--- config.mk ---
export PLATFORM = sky130hd
export DESIGN_NAME = perf_monitor
export DESIGN_NICKNAME = d
export VERILOG_FILES = /design/src/rtl/perf_monitor.sv
export SDC_FILE = /design/constraint.sdc
export NUM_CORES = 1
export LEC_CHECK = 0
export CAP_MARGIN = 20
export CELL_PAD_IN_SITES_DETAIL_PLACEMENT = 0
export CELL_PAD_IN_SITES_GLOBAL_PLACEMENT = 1
export CORE_UTILIZATION = 52
export CTS_BUF_LIST = sky130_fd_sc_hd__clkbuf_4
export DETAILED_ROUTE_END_ITERATION = 8
export PLACE_DENSITY = 0.84
export SYNTH_ARGS = -nofsm -noshare
export SYNTH_HDL_FRONTEND = slang
export SYNTH_SLANG_ARGS = --single-unit
export TNS_END_PERCENT = 50
--- constraint.sdc ---
create_clock -name CLK -period 2.3 [get_ports CLK]
set_clock_uncertainty 0.2 [all_clocks]
set_input_delay 0.46 -clock CLK [delete_from_list [all_inputs] [get_ports CLK]]
set_output_delay 0.46 -clock CLK [all_outputs]
set_load 0.02 [all_outputs]
--- src/rtl/perf_monitor.sv ---
// Performance monitor: cycle, retired-instruction and generic event counters with sticky overflow and a snapshot shadow bank.
// Define PERF_SATURATE_EN to make counters stick at all-ones instead of wrapping.
module perf_monitor #(
    parameter int WIDTH       = 32,
    parameter int STATE_W     = 16,
    parameter int FETCH_STATE = 0,
    parameter int NUM_EVT     = 4,
    parameter int NCNT        = NUM_EVT + 2,
    parameter int SEL_W       = 4
) (
    input  logic               CLK,
    input  logic               reset,
    input  logic               enable,
    input  logic               clear,
    input  logic [STATE_W-1:0] state,
    input  logic [NUM_EVT-1:0] evt,
    input  logic               snap,
    input  logic [SEL_W-1:0]   sel,
    output logic [WIDTH-1:0]   rd_data,
    output logic [NCNT-1:0]    ovf,
    output logic               snap_valid
);

    logic             in_fetch;
    logic             is_fetch;
    logic [NCNT-1:0]  inc;
    logic [WIDTH-1:0] cnt    [NCNT];
    logic [WIDTH-1:0] shadow [NCNT];
    logic [WIDTH-1:0] rd_next;

    assign is_fetch = (state == STATE_W'(FETCH_STATE));

    // Index 0 = cycles, 1 = instructions (fetch entry edge), 2+i = event channel i.
    always_comb begin
        inc    = '0;
        inc[0] = enable;
        inc[1] = enable & is_fetch & ~in_fetch;
        for (int i = 0; i < NUM_EVT; i++) begin
            inc[i+2] = enable & evt[i];
        end
    end

    always_comb begin
        rd_next = '0;
        for (int n = 0; n < NCNT; n++) begin
            if (sel == SEL_W'(n)) begin
                rd_next = shadow[n];
            end
        end
    end

    // The tracker follows state even while counting is disabled, so a fetch entered while disabled is never counted later.
    always_ff @(posedge CLK or negedge reset) begin
        if (!reset) begin
            in_fetch <= 1'b0;
        end else begin
            in_fetch <= is_fetch;
        end
    end

    always_ff @(posedge CLK or negedge reset) begin
        if (!reset) begin
            for (int n = 0; n < NCNT; n++) begin
                cnt[n] <= '0;
            end
            ovf <= '0;
        end else if (clear) begin
            for (int n = 0; n < NCNT; n++) begin
                cnt[n] <= '0;
            end
            ovf <= '0;
        end else begin
            for (int n = 0; n < NCNT; n++) begin
                if (inc[n]) begin
                    if (cnt[n] == '1) begin
                        ovf[n] <= 1'b1;
                    end
`ifdef PERF_SATURATE_EN
                    if (cnt[n] != '1) begin
                        cnt[n] <= cnt[n] + WIDTH'(1);
                    end
`else
                    cnt[n] <= cnt[n] + WIDTH'(1);
`endif
                end
            end
        end
    end

    // Shadows survive clear; snap takes priority over clear for snap_valid.
    always_ff @(posedge CLK or negedge reset) begin
        if (!reset) begin
            for (int n = 0; n < NCNT; n++) begin
                shadow[n] <= '0;
            end
            snap_valid <= 1'b0;
            rd_data    <= '0;
        end else begin
            if (snap) begin
                for (int n = 0; n < NCNT; n++) begin
                    shadow[n] <= cnt[n];
                end
                snap_valid <= 1'b1;
            end else if (clear) begin
                snap_valid <= 1'b0;
            end
            rd_data <= rd_next;
        end
    end

endmodule

==> parameters.txt, run 1 <==
Parameter                              Value

Global routing
  Global-route wire length before repair    75.9 mm
  Global routing usage summed across all routing layers    25.5%
  Number of global-route vias before repair    14147
  Residual overflow from global routing    0
  Maximum number of pins on one net before global-route repair    67
  Antenna violations before repair    3

Power and ir drop
  Total power density per cell area    647 mW/mm²
  Highest ir drop seen on vdd    0.419 mV
  Tot Pwr    14.7 mW
  Standby leakage power    10.4 nW

STA
  Fin. max-slew vios    0
  Total negative setup slack    0 ps
  Unrepaired setup endpoints after global routing    false
  Final count of negative-setup-slack endpoints    0
  Achievable clock frequency    0.446 GHz
  Number of hold violations in the final report    0
  Fin crit share    97.6%
  Transition time at the pin with the least slew margin    505 ps
  Min Clock Period, post-route    2240 ps
  Worst slew margin    66.4%

Status
  Result of the run    completed

Flow run
  Max_cap viols    0

Hold path
  Kind of path behind the tightest hold check    input port to async pin

Critical path
  Setup crit start kind    flip-flop
  Arrival time of data at the critical path endpoint    2730 ps
  Worst Path Class, Setup    flip-flop to flip-flop
  Required arrival time at the worst endpoint    2790 ps
  Maximum fanout count along the critical path    2
  Crit end category    flip-flop

Floorplan
  Die Ht    194 µm
  Initial core utilization    52.6%
  Floorplan die area    0.0378 mm²
  I/O pin count    68
  Site Rows    70
  Core ar.    0.0365 mm²
  DIE WIDTH    194 µm

Drt
  Drt first pass iters    5
  DRC marker count from the first detailed-route iteration    755
  DRC violations left    0
  Routed len/inst    18.7 µm
  Routed wire length    45.6 mm
  Per-cell via count in the routed design    5.66
  Total via count in the routed design    13817
  Remaining antenna violation count after routing    0

Placement
  Number of buffers added on ports    67
  Detail Placement HPWL    31.7 mm
  Final weighted congestion in routability-driven placement    0.829
  Area post-placement    0.0213 mm²

Clock tree
  Buffers from clock root to sink, at most    3
  Clock tree from TritonCTS    yes
  Setup Fix Bufs, Post-CTS    0
  Number of buffers created by CTS    109
  Clk slew on worst S/H paths    70 ps
  H-tree depth    3
  Number of sinks handled by clock tree synthesis    424
  Clock latency reported for the late side of the worst-skew pair    800 ps
  Clock tree root driver cell    sky130_fd_sc_hd__clkbuf_4

Finish
  Area of the multi-input gates    0.00819 mm²
  Share of layout cells above drive strength 1    27.2%
  Layout Area Growth over Synthesis    18.0%
  Final #Nets    1932
  Non-Filler Cell Area, Final    0.0227 mm²
  Footprint of the flip-flops and latches    0.0106 mm²
  Finished Core Util    62.1%
  Number of filler instances in the final layout    2907

Synthesis
  Synthesized instance count    1678
  Netlist Area Pre-Place    0.0192 mm²
  Syn Area/Cell    11.5 µm²
  Yosys warnings    0
  Count of unique library cells instantiated by Yosys    46
  Number of synthesized register bits    424
  Post-synthesis sequential area ratio    55.2%
  Total nets after synthesis    1713
-- area by class of cell --
cell class | instances | share of cell area (%)
tap | 468 | 2.58
antenna | 1 | 0.0110
sequential | 424 | 46.8
multi-input combinational | 1139 | 36.1
clock inverter | 17 | 0.529
inverter | 35 | 0.579
clock buffer | 169 | 5.59
timing repair buffer | 188 | 7.86
-- flip-flops by register name, indices dropped and copies added (netlist names) --
name,cells
rd_data,32
in_fetch,1
cnt,192
snap_valid,1
shadow,192
ovf,6
-- Yosys cell counts (all sizes together) --
master,n,share of area (%)
a21bo,1,0.052
a21o,1,0.039
a21oi,65,1.7
a22oi,3,0.12
a31o,2,0.091
a31oi,1,0.033
a41oi,1,0.046
and2,6,0.20
and3,14,0.46
and4,23,1.0
buf,17,0.39
clkbuf,63,1.2
dfrtp,424,55
ha,6,0.39
inv,35,0.68
mux2,195,11
mux2i,25,1.3
mux4,29,3.4
nand2,105,2.0
nand2b,2,0.065
nand3,67,1.7
nand3b,1,0.039
nand4,45,1.5
nand4b,2,0.091
nand4bb,3,0.26
nor2,183,3.6
nor2b,2,0.065
nor3,46,1.2
nor3b,1,0.039
nor4,32,1.1
o21a,6,0.23
o21ai,73,1.9
o31ai,3,0.12
o41ai,3,0.14
or2,5,0.16
or3,43,1.4
or4,4,0.18
or4b,1,0.052
xnor2,87,4.0
xor2,53,2.4
-- per-layer routing --
layer | share of wire (%) | vias up | GRT usage (%)
met2 | 47 | 336 | 39.8
met3 | 5.2 | 74 | 5.29
met5 | 0.059 | - | 0
li1 | - | 6434 | -
met1 | 45 | 6969 | 35.5
met4 | 2.1 | 4 | 9.17
-- worst max-delay path: stages (launching register included) --
cell	delay, ps
sky130_fd_sc_hd__dfrtp_1	350
sky130_fd_sc_hd__nand4_1	120
sky130_fd_sc_hd__or4_1	620
sky130_fd_sc_hd__or3_1	360
sky130_fd_sc_hd__or3_1	350
sky130_fd_sc_hd__a21oi_1	170
-- repair_timing --
item,in CTS,in global routing
hold buffers,4,0
setup endpoints to repair,40,9
pin swaps,1,0
hold endpoints to repair,489,0
gates resized for setup,40,3
-- worst paths after layout --
path,startpoint,end,slack [ps],cells past startpoint
max in group asynchronous,reset,shadow[123],1320,3
min,reset,shadow[38],170,3
min in group CLK,state[6],in_fetch,180,3
max reg2reg,cnt[40],cnt[63],60,5
max,cnt[40],cnt[63],60,5
min reg2reg,snap_valid,snap_valid,280,1
-- report_power, final --
part	switching, mW	internal [mW]	leakage [nW]
Combinational	0.433	0.262	3.68
Clock	2.96	3.52	0.842
Sequential	0.0260	7.49	5.91
-- cells in the final DEF, fill, tap and decap left out, types with 6 or more instances in the layout --
| cell type | n |
|---|---|
| sky130_fd_sc_hd__nand4_1 | 45 |
| sky130_fd_sc_hd__nor3_1 | 45 |
| sky130_fd_sc_hd__mux2_2 | 195 |
| sky130_fd_sc_hd__clkinv_1 | 10 |
| sky130_fd_sc_hd__dfrtp_1 | 424 |
| sky130_fd_sc_hd__mux2i_1 | 25 |
| sky130_fd_sc_hd__a21oi_1 | 65 |
| sky130_fd_sc_hd__dlygate4sd2_1 | 38 |
| sky130_fd_sc_hd__and2_1 | 6 |
| sky130_fd_sc_hd__xor2_1 | 53 |
| sky130_fd_sc_hd__o21ai_0 | 73 |
| sky130_fd_sc_hd__inv_1 | 35 |
| sky130_fd_sc_hd__clkbuf_4 | 169 |
| sky130_fd_sc_hd__and3_1 | 14 |
| sky130_fd_sc_hd__ha_1 | 6 |
| sky130_fd_sc_hd__buf_4 | 99 |
| sky130_fd_sc_hd__buf_12 | 20 |
| sky130_fd_sc_hd__nand3_1 | 67 |
| sky130_fd_sc_hd__xnor2_1 | 87 |
| sky130_fd_sc_hd__or3_1 | 43 |
| sky130_fd_sc_hd__nor2_1 | 182 |
| sky130_fd_sc_hd__and4_1 | 23 |
| sky130_fd_sc_hd__mux4_2 | 29 |
| sky130_fd_sc_hd__o21a_1 | 6 |
| sky130_fd_sc_hd__nand2_1 | 105 |
| sky130_fd_sc_hd__nor4_1 | 29 |
| sky130_fd_sc_hd__clkdlybuf4s50_1 | 23 |
-- logic make-up (layout without fill, tap and decap cells) --
| logic type | Yosys count | in the layout | synth area share, % |
|---|---|---|---|
| buf+inv | 115 | 409 | 2.30 |
| fa+ha+maj | 6 | 6 | 0.390 |
| flops | 424 | 424 | 55.2 |
| mux | 249 | 249 | 16.1 |
| xor+xnor | 140 | 140 | 6.38 |
| simple gates | 585 | 585 | 15.2 |
| compound gates | 159 | 159 | 4.46 |
| other cells | 0 | 1 | 0 |
-- stage by stage --
step	hold WS, ps	instances	setup slack (ps)
after floorplan	-35.6	1678	-67.4
after global placement	219	2250	-657
after detailed placement	216	2250	-668
after CTS	109	2440	16.9
after global routing	145	2441	4.61
final	175	2441	56.0
(Power assumes the default switching activity.)
==> inputs of run 2 (changes only) <==
- SLEW_MARGIN: not set -> 20
==> results of run 2 <==
The final DEF is identical to that of run 1; final timing and power are the same.
==> inputs of run 3 (changes only) <==
- CORE_MARGIN: not set -> 2
- CTS_CLUSTER_SIZE: not set -> 24
==> parameters.txt, run 3 (synthesized netlist as in run 1, its figures left out) <==
Parameter                              Value

STA
  Transition time at the pin with the least slew margin    529 ps
  Fin crit share    96.3%
  Min Clock Period, post-route    2210 ps
  Achievable clock frequency    0.451 GHz
  Total negative setup slack    0 ps
  Unrepaired setup endpoints after global routing    true
  Number of hold violations in the final report    0
  Fin. max-slew vios    0
  Hold slack final    179 ps
  Final count of negative-setup-slack endpoints    0
  Worst slew margin    64.7%

Critical path
  Maximum single-stage delay on the critical path    640 ps
  Crit end category    flip-flop
  Critical path's slowest cell    sky130_fd_sc_hd__clkdlybuf4s50_1
  Setup crit start kind    input port
  Maximum fanout count along the critical path    13
  Worst Path Class, Setup    input port to flip-flop
  Setup slack, reg-to-reg    90 ps
  Arrival time of data at the critical path endpoint    2680 ps
  Count of buffer and inverter cells on the critical path    2
  CP top delay family    simple AND/OR/NAND/NOR gates
  Cells along the critical path    clkdlybuf4s50_1 > buf_4 > nand4_1 > nor2_1 > nand3_1 > or3_1 > a21oi_1
  Required arrival time at the worst endpoint    2760 ps

Finish
  Leading registers by flop count    cnt x192, shadow x192, rd_data x32
  Layout Area Growth over Synthesis    17.8%
  Most common cell after layout, fill and taps aside    sky130_fd_sc_hd__dfrtp_1
  Finished Core Util    62.0%
  Share of layout cells above drive strength 1    27.1%
  Highest-count cells in the layout ignoring fill and taps    sky130_fd_sc_hd__dfrtp_1, sky130_fd_sc_hd__mux2_2, sky130_fd_sc_hd__nor2_1
  Final #Nets    1939
  Final Instance Count excl. Fillers    2442
  Number of filler instances in the final layout    2858

Power and ir drop
  Total power density per cell area    636 mW/mm²
  Internal Dissipation    11.0 mW
  Part of the power in the clock network    42.9%
  Combinational share of power    4.9%
  Standby leakage power    10.4 nW
  Highest ir drop seen on vdd    0.275 mV
  Tot Pwr    14.4 mW
  Switching Fraction    23.8%
  Switching power    3.42 mW
  Proportion of power drawn by flip-flops and latches    52.2%

Placement
  Detail Placement HPWL    31.9 mm
  Placed Cells incl. Taps    2254
  Final weighted congestion in routability-driven placement    0.858
  Number of buffers added on ports    67

Clock tree
  Clock latency reported for the late side of the worst-skew pair    780 ps
  Clk slew on worst S/H paths    70 ps
  Clock tree root driver cell    sky130_fd_sc_hd__clkbuf_4
  H-tree depth    3
  Number of buffers created by CTS    111
  Number of sinks handled by clock tree synthesis    424
  Buffers from clock root to sink, at most    3
  Setup Fix Bufs, Post-CTS    0
  Clock tree from TritonCTS    yes

Drt
  Total via count in the routed design    13750
  Per-cell via count in the routed design    5.63
  Remaining antenna violation count after routing    0
  Routed wire length    45.4 mm
  DRC violations left    0
  Drt first pass iters    8
  Routed len/inst    18.6 µm
  DRC marker count from the first detailed-route iteration    783

Floorplan
  Die Ht    196 µm
  Floorplan die area    0.0385 mm²
  Core ar.    0.0365 mm²
  Site Rows    70
  I/O pin count    68
  Initial core utilization    52.6%
  DIE WIDTH    196 µm

Hold path
  Kind of path behind the tightest hold check    input port to flip-flop

Global routing
  Antenna violations before repair    1
  Global routing usage summed across all routing layers    24.6%
  Number of global-route vias before repair    14032
  Residual overflow from global routing    0
  Maximum number of pins on one net before global-route repair    77
  Global-route wire length before repair    74.4 mm

Status
  Result of the run    completed

Flow run
  Max_cap viols    0
[run 3: repair_timing]
item,in CTS,in global routing
endpoints found under the hold margin,481,0
hold buffers,5,0
pin swaps,0,2
resized for setup,45,4
endpoints found under the setup margin,44,7
[run 3: metrics by stage]
step	setup slack, ps	instance area [µm²]
after floorplan	-67.4	19200
after global placement	-694	21300
after detailed placement	-682	21300
after CTS	27.4	22600
after global routing	-5.33	22700
final	85.1	22700
[run 3: worst paths after layout]
check                           start         end  depth (start not counted)
setup / recovery               enable    cnt[185]                          7
hold / removal                 evt[3]      cnt[1]                          3
setup reg to reg              cnt[36]     cnt[63]                          5
hold reg to reg            snap_valid  snap_valid                          1
max in group asynchronous       reset  shadow[41]                          4
min in group asynchronous       reset     cnt[41]                          3
[run 3: layout make-up]
| class | count | area (µm²) | share of cell area [%] |
|---|---|---|---|
| well taps | 468 | 586 | 2.58 |
| repair buffers | 193 | 1810 | 7.98 |
| clock inverters | 17 | 63.8 | 0.282 |
| diodes | 1 | 2.50 | 0.0110 |
| multi-input cells | 1139 | 8220 | 36.3 |
| flip-flops and latches | 424 | 10600 | 46.8 |
| clock buffers | 165 | 1240 | 5.47 |
| inverters | 35 | 131 | 0.580 |
[run 3: worst min-delay path, stage by stage]
cell                              delay, ps
sky130_fd_sc_hd__clkdlybuf4s50_1        480
sky130_fd_sc_hd__nand3_1                110
sky130_fd_sc_hd__a21oi_1                 50
[run 3: routing by layer]
layer | global-route usage [%] | routed length, µm
met2 | 38.4 | 21100
met4 | 9.60 | 1200
met3 | 4.30 | 2290
met5 | 0 | 0
met1 | 34.5 | 20800
[run 3: power by group through the flow]
stage,clock network [mW],logic [mW],registers (mW)
after floorplan,0,0.297,7.66
after global placement,0,0.702,7.66
after detailed placement,0,0.710,7.66
after CTS,6.36,0.716,7.52
after global routing,6.79,0.769,7.52
final,6.18,0.701,7.52
